===== src/rtl/pipe_scheduler_if.sv =====
// Bus between the game-state control, the pipe scheduler and the row-register bank.
// The control side (master) drives enable/freeze. The scheduler (slave) returns the
// shift strobe, the column bits, the gap position and the pipe count.
interface pipe_scheduler_if #(
  parameter int ROWS = 16
);
  logic            enable;
  logic            freeze;
  logic            shift_sel;
  logic [ROWS-1:0] col_data;
  logic [3:0]      gap_top;
  logic [7:0]      pipe_count;

  modport master (
    output enable,
    output freeze,
    input  shift_sel,
    input  col_data,
    input  gap_top,
    input  pipe_count
  );

  modport slave (
    input  enable,
    input  freeze,
    output shift_sel,
    output col_data,
    output gap_top,
    output pipe_count
  );
endinterface


===== src/rtl/pipe_scheduler.sv =====
// Pipe field scheduler for the scrolling LED array.
// A free-running divider produces one shift strobe every 2^TICK_LOG2 clocks.
// Each strobe carries one column for all row registers: PIPE_SPACING empty columns,
// then PIPE_WIDTH pipe columns with a GAP-row opening. The gap position comes from
// an 8-bit LFSR that advances once per strobe. All outputs are registered, so the
// column is already valid on the edge where the row registers see sel high.
module pipe_scheduler #(
  parameter int         ROWS         = 16,
  parameter int         TICK_LOG2    = 10,
  parameter int         PIPE_WIDTH   = 2,
  parameter int         PIPE_SPACING = 6,
  parameter int         GAP          = 4,
  parameter logic [7:0] SEED         = 8'hA5
) (
  input logic              clk,
  input logic              reset,
  pipe_scheduler_if.slave  bus
);

  typedef enum logic [1:0] {S_IDLE, S_SPACE, S_PIPE} state_t;

  localparam int COL_MAX = (PIPE_SPACING > PIPE_WIDTH) ? PIPE_SPACING : PIPE_WIDTH;
  localparam int CW      = (COL_MAX > 1) ? $clog2(COL_MAX) : 1;

  // The gap start is drawn from 1..ROWS-GAP-1.
  // This leaves at least one solid row above and below the opening.
  localparam logic [4:0]      GAP_MOD  = 5'(ROWS - GAP - 1);
  localparam logic [ROWS-1:0] GAP_MASK = {{(ROWS-GAP){1'b0}}, {GAP{1'b1}}};

  state_t              r_state;
  logic [TICK_LOG2-1:0] r_tick;
  logic [CW-1:0]       r_col;
  logic [7:0]          r_lfsr;
  logic [3:0]          r_gap;
  logic [7:0]          r_count;
  logic                r_sel;
  logic [ROWS-1:0]     r_data;

  logic                w_tick;
  logic                w_fb;
  logic [3:0]          w_gap_next;
  logic [ROWS-1:0]     w_pipe_col;
  logic                w_last_space;
  logic                w_last_pipe;

  assign w_tick       = (r_tick == {TICK_LOG2{1'b1}});
  // Fibonacci feedback for x^8+x^6+x^5+x^4+1.
  assign w_fb         = r_lfsr[7] ^ r_lfsr[5] ^ r_lfsr[4] ^ r_lfsr[3];
  assign w_gap_next   = 4'(({1'b0, r_lfsr[3:0]} % GAP_MOD) + 5'd1);
  assign w_pipe_col   = ~(GAP_MASK << r_gap);
  assign w_last_space = (r_col == CW'(PIPE_SPACING - 1));
  assign w_last_pipe  = (r_col == CW'(PIPE_WIDTH - 1));

  // Control FSM, tick divider, LFSR and all registered outputs.
  // Priority is: reset, then enable low (back to idle), then freeze (hold), then run.
  always_ff @(posedge clk or negedge reset) begin
    if (!reset) begin
      r_state <= S_IDLE;
      r_tick  <= '0;
      r_col   <= '0;
      r_lfsr  <= SEED;
      r_gap   <= 4'd1;
      r_count <= 8'd0;
      r_sel   <= 1'b0;
      r_data  <= '0;
    end else if (!bus.enable) begin
      // LFSR, gap and pipe count deliberately survive a stop/restart.
      r_state <= S_IDLE;
      r_tick  <= '0;
      r_col   <= '0;
      r_sel   <= 1'b0;
      r_data  <= '0;
    end else if (bus.freeze) begin
      r_sel <= 1'b0;
    end else begin
      case (r_state)
        S_IDLE: begin
          r_state <= S_SPACE;
          r_col   <= '0;
          r_sel   <= 1'b0;
        end
        S_SPACE: begin
          r_tick <= r_tick + TICK_LOG2'(1);
          r_sel  <= w_tick;
          if (w_tick) begin
            r_lfsr <= {r_lfsr[6:0], w_fb};
            r_data <= '0;
            if (w_last_space) begin
              r_state <= S_PIPE;
              r_col   <= '0;
              r_gap   <= w_gap_next;
            end else begin
              r_col <= r_col + CW'(1);
            end
          end
        end
        S_PIPE: begin
          r_tick <= r_tick + TICK_LOG2'(1);
          r_sel  <= w_tick;
          if (w_tick) begin
            r_lfsr <= {r_lfsr[6:0], w_fb};
            r_data <= w_pipe_col;
            if (w_last_pipe) begin
              r_state <= S_SPACE;
              r_col   <= '0;
              if (r_count != 8'hFF) r_count <= r_count + 8'd1;
            end else begin
              r_col <= r_col + CW'(1);
            end
          end
        end
        default: begin
          r_state <= S_IDLE;
          r_sel   <= 1'b0;
        end
      endcase
    end
  end

  assign bus.shift_sel  = r_sel;
  assign bus.col_data   = r_data;
  assign bus.gap_top    = r_gap;
  assign bus.pipe_count = r_count;

endmodule


===== src/flat_wrapper.sv =====
// flat-port wrapper written by rule: the top's interface ports become plain ports
module pipe_scheduler_flat 
#(
  parameter int         ROWS         = 16,
  parameter int         TICK_LOG2    = 10,
  parameter int         PIPE_WIDTH   = 2,
  parameter int         PIPE_SPACING = 6,
  parameter int         GAP          = 4,
  parameter logic [7:0] SEED         = 8'hA5
)
  (clk, reset, bus_enable, bus_freeze, bus_shift_sel, bus_col_data, bus_gap_top, bus_pipe_count);
  pipe_scheduler_if #(.ROWS(ROWS)) bus_i ();
  input logic clk;
  input logic reset;
  input wire logic [$bits(bus_i.enable)-1:0] bus_enable;
  input wire logic [$bits(bus_i.freeze)-1:0] bus_freeze;
  output wire logic [$bits(bus_i.shift_sel)-1:0] bus_shift_sel;
  output wire logic [$bits(bus_i.col_data)-1:0] bus_col_data;
  output wire logic [$bits(bus_i.gap_top)-1:0] bus_gap_top;
  output wire logic [$bits(bus_i.pipe_count)-1:0] bus_pipe_count;
  assign bus_i.enable = bus_enable;
  assign bus_i.freeze = bus_freeze;
  assign bus_shift_sel = bus_i.shift_sel;
  assign bus_col_data = bus_i.col_data;
  assign bus_gap_top = bus_i.gap_top;
  assign bus_pipe_count = bus_i.pipe_count;
  pipe_scheduler #(.ROWS(ROWS), .TICK_LOG2(TICK_LOG2), .PIPE_WIDTH(PIPE_WIDTH), .PIPE_SPACING(PIPE_SPACING), .GAP(GAP), .SEED(SEED)) u_core (.clk(clk), .reset(reset), .bus(bus_i));
endmodule

===== config.mk =====
export PLATFORM = sky130hd
export DESIGN_NAME = pipe_scheduler_flat
export DESIGN_NICKNAME = d
export VERILOG_FILES = /design/src/rtl/pipe_scheduler_if.sv /design/src/rtl/pipe_scheduler.sv /design/src/flat_wrapper.sv
export SDC_FILE = /design/constraint.sdc
export NUM_CORES = 1
export LEC_CHECK = 0
export BUFFER_PORTS_ARGS = -buffer_cell sky130_fd_sc_hd__buf_2
export CELL_PAD_IN_SITES_DETAIL_PLACEMENT = 1
export CELL_PAD_IN_SITES_GLOBAL_PLACEMENT = 1
export CORE_ASPECT_RATIO = 0.9
export CORE_UTILIZATION = 49
export DETAILED_ROUTE_END_ITERATION = 16
export GPL_TIMING_DRIVEN = 0
export PLACE_DENSITY = 0.91
export SETUP_SLACK_MARGIN = 0.1
export SLEW_MARGIN = 30
export SYNTH_ARGS = -nofsm -noshare
export SYNTH_HDL_FRONTEND = slang
export SYNTH_SLANG_ARGS = --single-unit

===== constraint.sdc =====
create_clock -name clk -period 4.25 [get_ports clk]
set_clock_uncertainty 0.2 [all_clocks]
set_input_delay 0.85 -clock clk [delete_from_list [all_inputs] [get_ports clk]]
set_output_delay 0.85 -clock clk [all_outputs]
set_load 0.01 [all_outputs]

=== After elaboration in Yosys (flattened, before gate mapping) ===
Cells that the tools add are included.

* $add $sub $neg: 4
* Div/mod/pow operators: 1
* Equality and inequality tests: 14
* Shifts and indexed selects: 1
* Muxes and demuxes: 25
* Bitwise logic cells: 5
* Reductions and logical operators: 9

{| class="wikitable"
|+ Operator list
! cell !! count
|-
| 16-bit two-way mux || 4
|-
| 16-bit case mux with 2 select lines || 1
|-
| 10-bit two-way mux || 3
|-
| 3-bit two-way mux || 6
|-
| 16-bit inverter || 1
|-
| 4-bit by 4-bit << shifter with 16-bit output, first input constant || 1
|-
| 2-bit two-way mux || 6
|-
| 3-bit by 2-bit inequality test with 1-bit output, second input constant || 4
|-
| 4-bit AND reduction || 3
|-
| 10-bit by 1-bit adder with 10-bit output, second input constant || 1
|-
| 10-bit == test, second input constant || 1
|-
| 5-bit AND reduction || 2
|-
| 3-bit case mux with 3 select lines || 1
|-
| 8-bit by 1-bit adder with 8-bit output, second input constant || 1
|-
| 8-bit inequality test, second input constant || 1
|-
| 2-bit case mux with 3 select lines || 1
|-
| 6-bit AND reduction || 1
|-
| 4-bit by 4-bit modulo with 5-bit output, second input constant || 1
|-
| 4-bit by 1-bit adder with 4-bit output, second input constant || 1
|-
| 2-bit inequality test, second input constant || 2
|-
| 4-bit by 1-bit inequality test with 1-bit output, second input constant || 1
|-
| 3-bit by 1-bit adder with 3-bit output, second input constant || 1
|-
| 3-bit by 1-bit == test with 1-bit output, second input constant || 1
|-
| 3-bit == test, second input constant || 1
|-
| 9 further kinds || 13
|}

* Bits in registers: 52
* Bits of input ports: 4
* Output and inout bits: 29

=== Depth between registers and ports, before layout ===
Gate-level depths: netlist of run 1.

* Depth after elaboration: 6
* Mapped depth: 7
* Depth with buffers taken out: 6

=== Worst setup path after synthesis of run 1 ===
Ideal clock, no wire load.

* Kind: input-to-reg
* Start: in bus_enable
* End: reg u_core.r_count[1], in the netlist u_core.bus.pipe_count[1]
* Arrival time: 1.964 ns
* Data required time: 3.925 ns
* Setup slack: 1.961 ns
* Stages: 5
* Path buffers: 1
* Cells stage by stage: clkbuf_1 -> and4b_1 -> o21ai_0 -> nor2_1 -> mux2_2

* Word-level cells in the longest chain between the ends: 1

{| class="wikitable"
|+ Ends and longest elaborated chain
! element !! line !! text
|-
| start: declaration || flat_wrapper.sv:15 || <nowiki>input wire logic [$bits(bus_i.enable)-1:0] bus_enable;</nowiki>
|-
| 6-bit AND reduction (no source line) || - ||
|-
| end signal: assignment || pipe_scheduler.sv:106 || <nowiki>if (r_count != 8'hFF) r_count <= r_count + 8'd1;</nowiki>
|-
| end: declaration || pipe_scheduler.sv:35 || <nowiki>logic [7:0] r_count;</nowiki>
|}

No other way between the ends.
A chain may end at the register's enable or synchronous reset.

=== Worst setup path in the final report of run 1 ===
* Start: reg u_core.r_state[0]
* End: reg u_core.r_lfsr[3]

* Word-level cells in the longest chain between the ends: 3

{| class="wikitable"
|+ Ends and longest elaborated chain
! element !! line !! text
|-
| start: declaration || pipe_scheduler.sv:30 || <nowiki>state_t r_state;</nowiki>
|-
| start signal: assignment || pipe_scheduler.sv:58 || <nowiki>r_state <= S_IDLE;</nowiki>
|-
| start signal: assignment || pipe_scheduler.sv:68 || <nowiki>r_state <= S_IDLE;</nowiki>
|-
| start signal: assignment || pipe_scheduler.sv:78 || <nowiki>r_state <= S_SPACE;</nowiki>
|-
| 2-bit by 1-bit == test with 1-bit output or 2-bit == test (tied branches) || pipe_scheduler.sv:76 || <nowiki>case (r_state)</nowiki>
|-
| 2-bit OR reduction (no source line) * || - ||
|-
| 4-bit AND reduction (no source line) * || - ||
|-
| end signal: assignment || pipe_scheduler.sv:86 || <nowiki>r_lfsr <= {r_lfsr[6:0], w_fb};</nowiki>
|-
| end signal: assignment || pipe_scheduler.sv:101 || <nowiki>r_lfsr <= {r_lfsr[6:0], w_fb};</nowiki>
|-
| end: declaration || pipe_scheduler.sv:33 || <nowiki>logic [7:0] r_lfsr;</nowiki>
|}

Every way passes the cells marked *; elsewhere a longest branch is shown, timed or not.

==> results of run 1 <==
## final cells by class
| type | count | area (um2) | share of cell area, % |
|---|---|---|---|
| Tap cell | 67 | 83.83 | 2.728 |
| Clock buffer | 7 | 96.34 | 3.135 |
| Sequential cell | 52 | 1308 | 42.55 |
| Inverter | 11 | 41.29 | 1.344 |
| Timing Repair Buffer | 31 | 157.7 | 5.130 |
| Clock inverter | 1 | 30.03 | 0.9772 |
| Multi-Input combinational cell | 184 | 1325 | 43.12 |
| Buffer | 8 | 31.28 | 1.018 |
## path summary, 6_finish.rpt
kind,end,cells past startpoint
hold / removal,u_core.bus.col_data[14],2
min in group asynchronous,u_core.bus.col_data[14],1
max in group asynchronous,u_core.bus.pipe_count[1],1
setup / recovery,u_core.r_lfsr[3],6
hold reg to reg,u_core.bus.col_data[14],2
setup reg to reg,u_core.r_lfsr[3],6
## Yosys cell counts, drive strengths merged, types with 2 or more instances
cell type	n	area share, %
mux2	12	5.0
mux2i	4	1.5
clkbuf	7	0.97
and4b	3	1.1
or3	2	0.51
o31ai	10	2.8
o211ai	2	0.55
a21oi	3	0.55
dfstp	5	4.9
nor4	3	1.2
a21o	6	1.7
a211oi	6	1.7
nor2	16	2.2
nand2b	2	0.46
nor3	6	1.1
nor2b	6	1.4
xnor2	9	2.9
ha	12	5.6
inv	11	1.5
nand4	5	1.7
o21ai	11	2.0
and4	2	0.69
nand3	6	1.1
xor2	13	4.2
dfrtp	47	43
o31a	2	0.69
nand2	29	4.0
nand3b	2	0.55
## cells by family after synthesis
group / synth area share (%)
fa+ha+maj: 5.550
flops: 48.34
simple gates: 17.81
xor+xnor: 7.123
mux: 6.476
compound gates: 12.03
buf+inv: 2.683
## worst max-delay path, cell delays in order, from the launching register on
cell and delay (ns):
dfrtp_1 0.39, inv_1 0.09, ha_1 0.36, and2b_1 0.26, nand2_1 0.13, nor4_4 0.49
mux2_2 0.42
## power by group through the flow
stage / clock network [uW] / registers, uW / logic, uW
global placement: 0 / 557 / 218
floorplan: 0 / 566 / 150
global route: 404 / 555 / 261
finish: 381 / 551 / 231
detailed placement: 0 / 560 / 230
CTS: 386 / 551 / 233
## registers in the layout, indices dropped and copies added, names as in the netlist
name and count:
u_core.bus.col_data 16, u_core.r_tick 10, u_core.bus.pipe_count 8, u_core.r_lfsr 8, u_core.bus.gap_top 4, u_core.r_col 3
u_core.r_state 2, u_core.bus.shift_sel 1
## per-layer routing
layer	track usage (%)	up-vias	wire (um)
li1	-	977	-
met1	28.93	1050	2795
met2	42.64	42	3123
met3	5.786	11	211
met4	10.52	0	137
met5	0	-	0
## stage by stage
| stage | cell area, um2 | setup slack, ns | instances |
|---|---|---|---|
| 2_1_floorplan | 2705 | 1.961 | 255 |
| 3_3_place_gp | 2944 | 1.655 | 353 |
| 3_5_place_dp | 2947 | 1.564 | 353 |
| 4_1_cts | 3073 | 1.772 | 361 |
| 5_1_grt | 3073 | 1.652 | 361 |
| 6_report | 3073 | 1.793 | 361 |
==> impl_metrics.ini, run 1 <==
[status]
status = completed

[timing]
period_needed_ns = 2.457
rsz0062_at_grt = false
setup_viol = 0
hold_violations = 0
slew_viol_final = 0
finalSetupTns_ns = 0
slew_headroom_pct = 55.63
period_share_pct = 57.80
hold_ws_ns = 0.2754
worst_slew_pin_slew_ns = 0.6656
fmax_ghz = 0.4071

[drt]
dr_total_vias = 2080
drt-initial-drc-count = 75
wirelength_um = 6268
avgViaCountPerCell = 5.762
drc = 0
postRouteAntennaNets = 0
wl_per_cell_um = 17.36
drtPass1Iterations = 4

[clock_tree]
postCtsSetupBuffers = 0
htree_levels = 2
cts_tree = yes
clk_path_buf_depth = 2
clkSlewWorstSetupHoldPaths_ns = 0.10
cts_buffers = 5
cts_resized = 0
cts.sinks = 52
clk_latency_ns = 0.32
cts_hold_buf = 0
root_buffer = clkbuf_8

[power]
p_total_uw = 1162
power.density_nw_per_um2 = 378.2
p_sw_share_pct = 28.60
comb_power_share_pct = 19.9
clkPwrFrac_pct = 32.8
switching_power_uw = 332.4
p_int_uw = 829.7
leakagePower_uw = 0.001546
peakVddDrop_mv = 0.1755
p_seq_share_pct = 47.4

[global_route]
grt_max_degree = 53
grt_pass1_vias = 2173
gr-usage-all-layers_pct = 24.49
antenna_found_initial = 0
grt_pass1_wl_um = 10670
grt_overflow = 0

[cells_and_area]
fillers = 594
area_delta_synth_final_pct = 13.60
utilization_pct = 58.13
mostFrequentLayoutCells = 47 x dfrtp_1, 31 x buf_2, 29 x nand2_1
nets = 309
diodes = 0
final_common_cell = dfrtp_1
layout-drive-gt1-share_pct = 22.11

[hold_path]
min_path_type = reg2reg
hp-start = u_core.bus.col_data[14]

[setup_path]
critPathRequiredTime_ns = 4.25
path_class = reg2reg
timing.rr.start = u_core.r_state[0]
cp-start-kind = flip-flop
cp_max_fo = 9
rrSetupSlack_ns = 1.79
end_kind = flip-flop
worstPathArrival_ns = 2.46
critPathLaunch = u_core.r_state[0]

[synth]
synth_nets = 271
synthFlopType = dfrtp_1
syn_inst = 255
yosys_warnings = 0
async_flop_share_pct = 100.0
yosysSeqAreaShare_pct = 48.33
synth_area_per_cell_um2 = 10.61
yosysUniqueCellTypes = 47
ys_ff_latch = 52
synth_edf_count = 0
syn-cell-area_um2 = 2705

[floorplan]
die-area_um2 = 5822
die_h_um = 72.49
rows = 25
start_util_pct = 51.17
ios = 33
core_area_um2 = 5286
die_w_um = 80.32

[place]
hpwl_um = 4461
io_buffers = 31
gp_congestion = 0.8106

[run]
max_cap_viol_count = 0
Note: power is estimated with default switching activity, not from simulation.
==> run 2, diff against run 1 <==
--- a/config.mk
+++ b/config.mk
@@ -9,10 +9,10 @@
 export CELL_PAD_IN_SITES_DETAIL_PLACEMENT = 1
 export CELL_PAD_IN_SITES_GLOBAL_PLACEMENT = 1
 export CORE_ASPECT_RATIO = 0.9
-export CORE_UTILIZATION = 49
+export CORE_UTILIZATION = 41
 export DETAILED_ROUTE_END_ITERATION = 16
 export GPL_TIMING_DRIVEN = 0
-export PLACE_DENSITY = 0.91
+export PLACE_DENSITY = 0.82
 export SETUP_SLACK_MARGIN = 0.1
 export SLEW_MARGIN = 30
 export SYNTH_ARGS = -nofsm -noshare
==> constraint.sdc (replaced) <==
create_clock -name clk -period 2.1 [get_ports clk]
set_clock_uncertainty 0.2 [all_clocks]
set_input_delay 0.42 -clock clk [delete_from_list [all_inputs] [get_ports clk]]
set_output_delay 0.42 -clock clk [all_outputs]
set_load 0.01 [all_outputs]
==> run 2 against run 1 <==
Combinational power rose to 3.1 times the previous value. Sequential cell count did not move. Critical endpoint unchanged. Clock power rose by 82%. Critical path depth rose by 1. Power rose by 120%. Sequential power grew 100%. First-iteration DRC count up 31%. Via count increased by 2.3%. Cell count grew 11%. Maximum frequency increased by 19%. Sequential share of layout area is 4.4 points lower. Hold slack better by 0.0054 ns.
==> impl_metrics.ini, run 2 (synthesized netlist as in run 1, its figures left out) <==
[cells_and_area]
largest_register_ffs = 16
layout-drive-gt1-share_pct = 33.97
nets = 327
final_common_cell = dfrtp_1
fin_area_um2 = 3431
area_delta_synth_final_pct = 26.83
mostFrequentLayoutCells = 47 x dfrtp_1, 30 x buf_2, 28 x nand2_1
diodes = 0

[timing]
hold_violations = 0
finalSetupTns_ns = 0
slew_headroom_pct = 57.33
layout_setup_ws_ns = 0.03061
fmax_ghz = 0.4832
worst_slew_pin_slew_ns = 0.6401
period_share_pct = 98.54
hold_ws_ns = 0.2808
period_needed_ns = 2.069
rsz0062_at_grt = true
slew_viol_final = 0
setup_viol = 0

[drt]
avgViaCountPerCell = 5.331
drt-initial-drc-count = 98
drc = 0
drtPass1Iterations = 4
wirelength_um = 6431
wl_per_cell_um = 16.12
dr_total_vias = 2127
postRouteAntennaNets = 0

[setup_path]
crit_end = u_core.r_lfsr[3]
timing.rr.end = u_core.r_lfsr[3]
critPathRequiredTime_ns = 2.10
critPathLaunch = u_core.r_state[1]
cp-start-kind = flip-flop
path_class = reg2reg
cp_max_fo = 4
end_kind = flip-flop
rrSetupSlack_ns = 0.03
worstPathArrival_ns = 2.07
timing.rr.start = u_core.r_state[1]
worstRegToRegCells = 7

[global_route]
grt_max_degree = 53
grt_overflow = 0
antenna_found_initial = 0
grt_pass1_wl_um = 10640
gr-usage-all-layers_pct = 19.83
grt_pass1_vias = 2203

[status]
status = completed

[power]
p_total_uw = 2520
power.density_nw_per_um2 = 734.5
leakagePower_uw = 0.001664
peakVddDrop_mv = 0.3667

[place]
place_area_um2 = 2995
gp_congestion = 0.7338
hpwl_um = 4068
io_buffers = 31
dp_slack_ns = -0.2161

[clock_tree]
clk_latency_ns = 0.31
cts.sinks = 52
cts_buffers = 5
root_buffer = clkbuf_8
clk_path_buf_depth = 2
htree_levels = 2
cts_tree = yes
clkSlewWorstSetupHoldPaths_ns = 0.10

[floorplan]
die_h_um = 79.06
die_w_um = 87.62
start_util_pct = 43.28
rows = 27
core_area_um2 = 6250
die-area_um2 = 6927
ios = 33

[hold_path]
min_path_cells = 2
min_path_type = reg2reg

[run]
max_cap_viol_count = 0
run 2: what timing repair did:
action / 4_1_cts / 5_1_grt
endpoints found under the hold margin: 47 / 0
gates cloned: 1 / 0
buffers inserted: 13 / 3
pin swaps: 4 / 4
setup endpoints to repair: 32 / 38
gates resized for setup: 21 / 24
hold buffers: 1 / 0
run 2: power breakdown:
part / switching [uW] / internal, uW
Clock: 340 / 353
Sequential: 50.6 / 1070
Combinational: 377 / 331
Total: 767 / 1750
run 2: final cells by class:
type,count,area (um2)
Fill cell,686,2819
Multi-Input combinational cell,184,1481
Sequential cell,52,1308
Timing Repair Buffer,49,319.1
Tap cell,87,108.9
Clock buffer,5,68.82
Buffer,8,61.31
Clock inverter,3,42.54
Inverter,11,41.29
run 2: worst min-delay path by stage:
stage | start | to
after floorplan | reset | u_core.bus.col_data[0]
after global placement | u_core.bus.col_data[5] | u_core.bus.col_data[5]
after detailed placement | u_core.bus.col_data[2] | u_core.bus.col_data[2]
after CTS | u_core.bus.col_data[2] | u_core.bus.col_data[2]
after global routing | u_core.bus.col_data[2] | u_core.bus.col_data[2]
final | u_core.bus.col_data[1] | u_core.bus.col_data[1]
run 2: per-layer routing:
layer  global-route usage [%]  share of wire, %  up-vias
met4                    7.049               2.0        0
met3                    3.638               2.3       12
met1                    24.36                44     1074
li1                         -                 -     1005
met5                        0                 0        -
met2                    34.61                52       36
run 2: critical path, stage by stage, from the launching register on:
cell and delay [ns]:
dfrtp_1 0.43, inv_2 0.09, ha_4 0.27, and2b_2 0.15
nand2_2 0.06, nor4_4 0.25, buf_4 0.21, mux2_4 0.29
run 2: stage by stage:
stage,utilization [%],std cells
4_1_cts,53.05,396
3_5_place_dp,47.93,373
6_report,54.89,399
3_3_place_gp,47.89,373
2_1_floorplan,-,255
5_1_grt,54.89,399
==> run 3, diff against run 2 <==
--- a/config.mk
+++ b/config.mk
@@ -5,11 +5,13 @@
 export SDC_FILE = /design/constraint.sdc
 export NUM_CORES = 1
 export LEC_CHECK = 0
+export ABC_AREA = 1
+export ABC_CLOCK_PERIOD_IN_PS = 2100
 export BUFFER_PORTS_ARGS = -buffer_cell sky130_fd_sc_hd__buf_2
 export CELL_PAD_IN_SITES_DETAIL_PLACEMENT = 1
 export CELL_PAD_IN_SITES_GLOBAL_PLACEMENT = 1
 export CORE_ASPECT_RATIO = 0.9
-export CORE_UTILIZATION = 41
+export CORE_UTILIZATION = 39
 export DETAILED_ROUTE_END_ITERATION = 16
 export GPL_TIMING_DRIVEN = 0
 export PLACE_DENSITY = 0.82
==> run 3 against run 2 <==
Power is 2.3% higher. Global-route usage is 1.2 points lower. Utilization is 8.1 points lower. Maximum frequency is 12% higher. Critical endpoint is now u_core.bus.col_data[13].
==> impl_metrics.ini, run 3 <==
[status]
status = completed

[setup_path]
path_cells = buf_4 -> ha_1 -> inv_1 -> nand2_1 -> o21ai_0 -> inv_1 -> nand2_4 -> clkbuf_8 -> nand2_1 -> o21ai_1
slowest_delay_ns = 0.41
timing.rr.end = u_core.bus.col_data[13]
worstPathArrival_ns = 1.90
worstRegToRegCells = 10
end_kind = flip-flop
timing.rr.start = u_core.r_state[0]
rrSetupSlack_ns = 0.25
cp-start-kind = flip-flop
cp_slowest_cell = dfrtp_1
cp_max_fo = 10
critPathRequiredTime_ns = 2.15
path_class = reg2reg

[cells_and_area]
fillers = 905
seq_area_um2 = 1308
mostFrequentLayoutCells = 116 x nand2_1, 47 x dfrtp_1, 37 x inv_1
largest_register_ffs = 16
diodes = 0
layout-drive-gt1-share_pct = 21.45
nets = 416
area_delta_synth_final_pct = 15.02
multiInputGateArea_um2 = 1414
final_common_cell = nand2_1
fin_area_um2 = 3343

[timing]
slew_viol_final = 0
setup_viol = 0
finalSetupTns_ns = 0
hold_violations = 0
rsz0062_at_grt = false
worst_slew_pin_slew_ns = 0.6561
period_needed_ns = 1.850
fmax_ghz = 0.5406
slew_headroom_pct = 56.26
hold_ws_ns = 0.2846
period_share_pct = 88.09

[power]
power.density_nw_per_um2 = 770.8
leakagePower_uw = 0.001745
peakVddDrop_mv = 0.2743

[synth]
yosysUniqueCellTypes = 32
synth_edf_count = 0
synth_common_cells = 119 x nand2_1, 47 x dfrtp_1, 38 x inv_1
yosysMostFrequentCell = nand2_1
synth_area_leaders = dfrtp_1 40%, nand2_1 15%, o21ai_0 5.3%
ys_ff_latch = 52
synth_top_area_share_pct = 40.46
async_flop_share_pct = 100.0
synth_top_area_cell = dfrtp_1
synthFlopType = dfrtp_1
syn-cell-area_um2 = 2907
synth_area_per_cell_um2 = 8.187
syn_inst = 355
yosysSeqAreaShare_pct = 44.98
synth_nets = 371
yosys_warnings = 0

[drt]
avgViaCountPerCell = 4.988
dr_total_vias = 2464
drt-initial-drc-count = 52
wirelength_um = 6639
drtPass1Iterations = 4
wl_per_cell_um = 13.44
postRouteAntennaNets = 0
drc = 0

[place]
place_area_um2 = 3186
hpwl_um = 5031
io_buffers = 32
gp_congestion = 0.7987

[global_route]
grt_max_degree = 53
grt_overflow = 0
antenna_found_initial = 0
gr-usage-all-layers_pct = 18.58
grt_pass1_wl_um = 11720
grt_pass1_vias = 2604

[clock_tree]
clk_path_buf_depth = 2
cts_buffers = 5
cts.sinks = 52
root_buffer = clkbuf_8
clk_latency_ns = 0.31
cts_tree = yes
htree_levels = 2
clkSlewWorstSetupHoldPaths_ns = 0.10

[floorplan]
start_util_pct = 40.66
die_h_um = 83.90
die-area_um2 = 7803
core_area_um2 = 7148
ios = 33
die_w_um = 93
rows = 29

[hold_path]
hold_end = u_core.bus.col_data[3]
hp-start = u_core.bus.col_data[3]
min_path_cells = 2
min_path_type = reg2reg

[run]
max_cap_viol_count = 0
## run 3: cell count changes after synthesis, sizes merged, moves of 6 or more
cell   change
nand3     +14
a21o       -6
inv       +28
a21oi      +7
o31ai     -10
nor2b      -6
nand2     +94
mux2      -12
o21ai     +39
xor2      -10
## run 3: repair_timing
action / in CTS / in global routing
endpoints found under the setup margin: 0 / 36
gates resized for setup: 0 / 8
setup buffers: 0 / 4
endpoints found under the hold margin: 47 / 0
hold buffers: 1 / 0
## run 3: critical path: cells and delay by family (launching register included)
kind	cells	cell delay, ns
simple gates	3	0.22
fa+ha+maj	1	0.20
flops	1	0.41
buf+inv	4	0.50
compound gates	2	0.26
## run 3: how the worst max path moves through the flow
stage / start / end / slack [ns]
final: u_core.r_state[0] / u_core.bus.col_data[13] / 0.25
after global routing: u_core.r_tick[0] / u_core.r_state[0] / 0.10
after CTS: u_core.r_state[0] / u_core.bus.pipe_count[3] / 0.15
after detailed placement: u_core.r_state[0] / u_core.bus.pipe_count[3] / 0.16
after global placement: u_core.r_state[0] / u_core.bus.pipe_count[5] / 0.22
after floorplan: u_core.r_lfsr[0] / u_core.bus.gap_top[2] / 0.38
## run 3: area by class of cell
class	count	share of cell area, %
Tap cell	93	3.481
Clock buffer	7	2.582
Sequential cell	52	39.11
Multi-Input combinational cell	257	42.29
Inverter	40	4.566
Clock inverter	1	0.2246
Timing Repair Buffer	37	6.063
Buffer	7	1.684
## run 3: per-layer routing
layer | share of wire [%] | GRT usage, %
met4 | 1.3 | 5.175
met2 | 50 | 32.95
met1 | 46 | 23.17
met3 | 2.4 | 2.914
met5 | 0 | 0
## run 3: power breakdown
part | internal (uW) | leakage (uW) | switching, uW
Sequential | 1100 | 0.000683 | 66.6
Combinational | 293 | 0.00102 | 505
Clock | 269 | 0.0000445 | 344
## run 3: through the flow
step / power [uW] / instances / setup slack (ns) / util, %
3_5_place_dp: 1963 / 480 / 0.1590 / 44.57
6_report: 2577 / 494 / 0.2501 / 46.77
5_1_grt: 2764 / 494 / 0.1033 / 46.77
4_1_cts: 2584 / 489 / 0.1503 / 46.02
2_1_floorplan: 1726 / 355 / 0.3811 / -
3_3_place_gp: 1927 / 480 / 0.2234 / 44.53
## run 3: cell families after synthesis
group           share of synthesized area (%)
simple gates                            26.78
xor+xnor                                2.712
buf+inv                                 7.189
fa+ha+maj                               5.166
compound gates                          13.17
flops                                   44.99
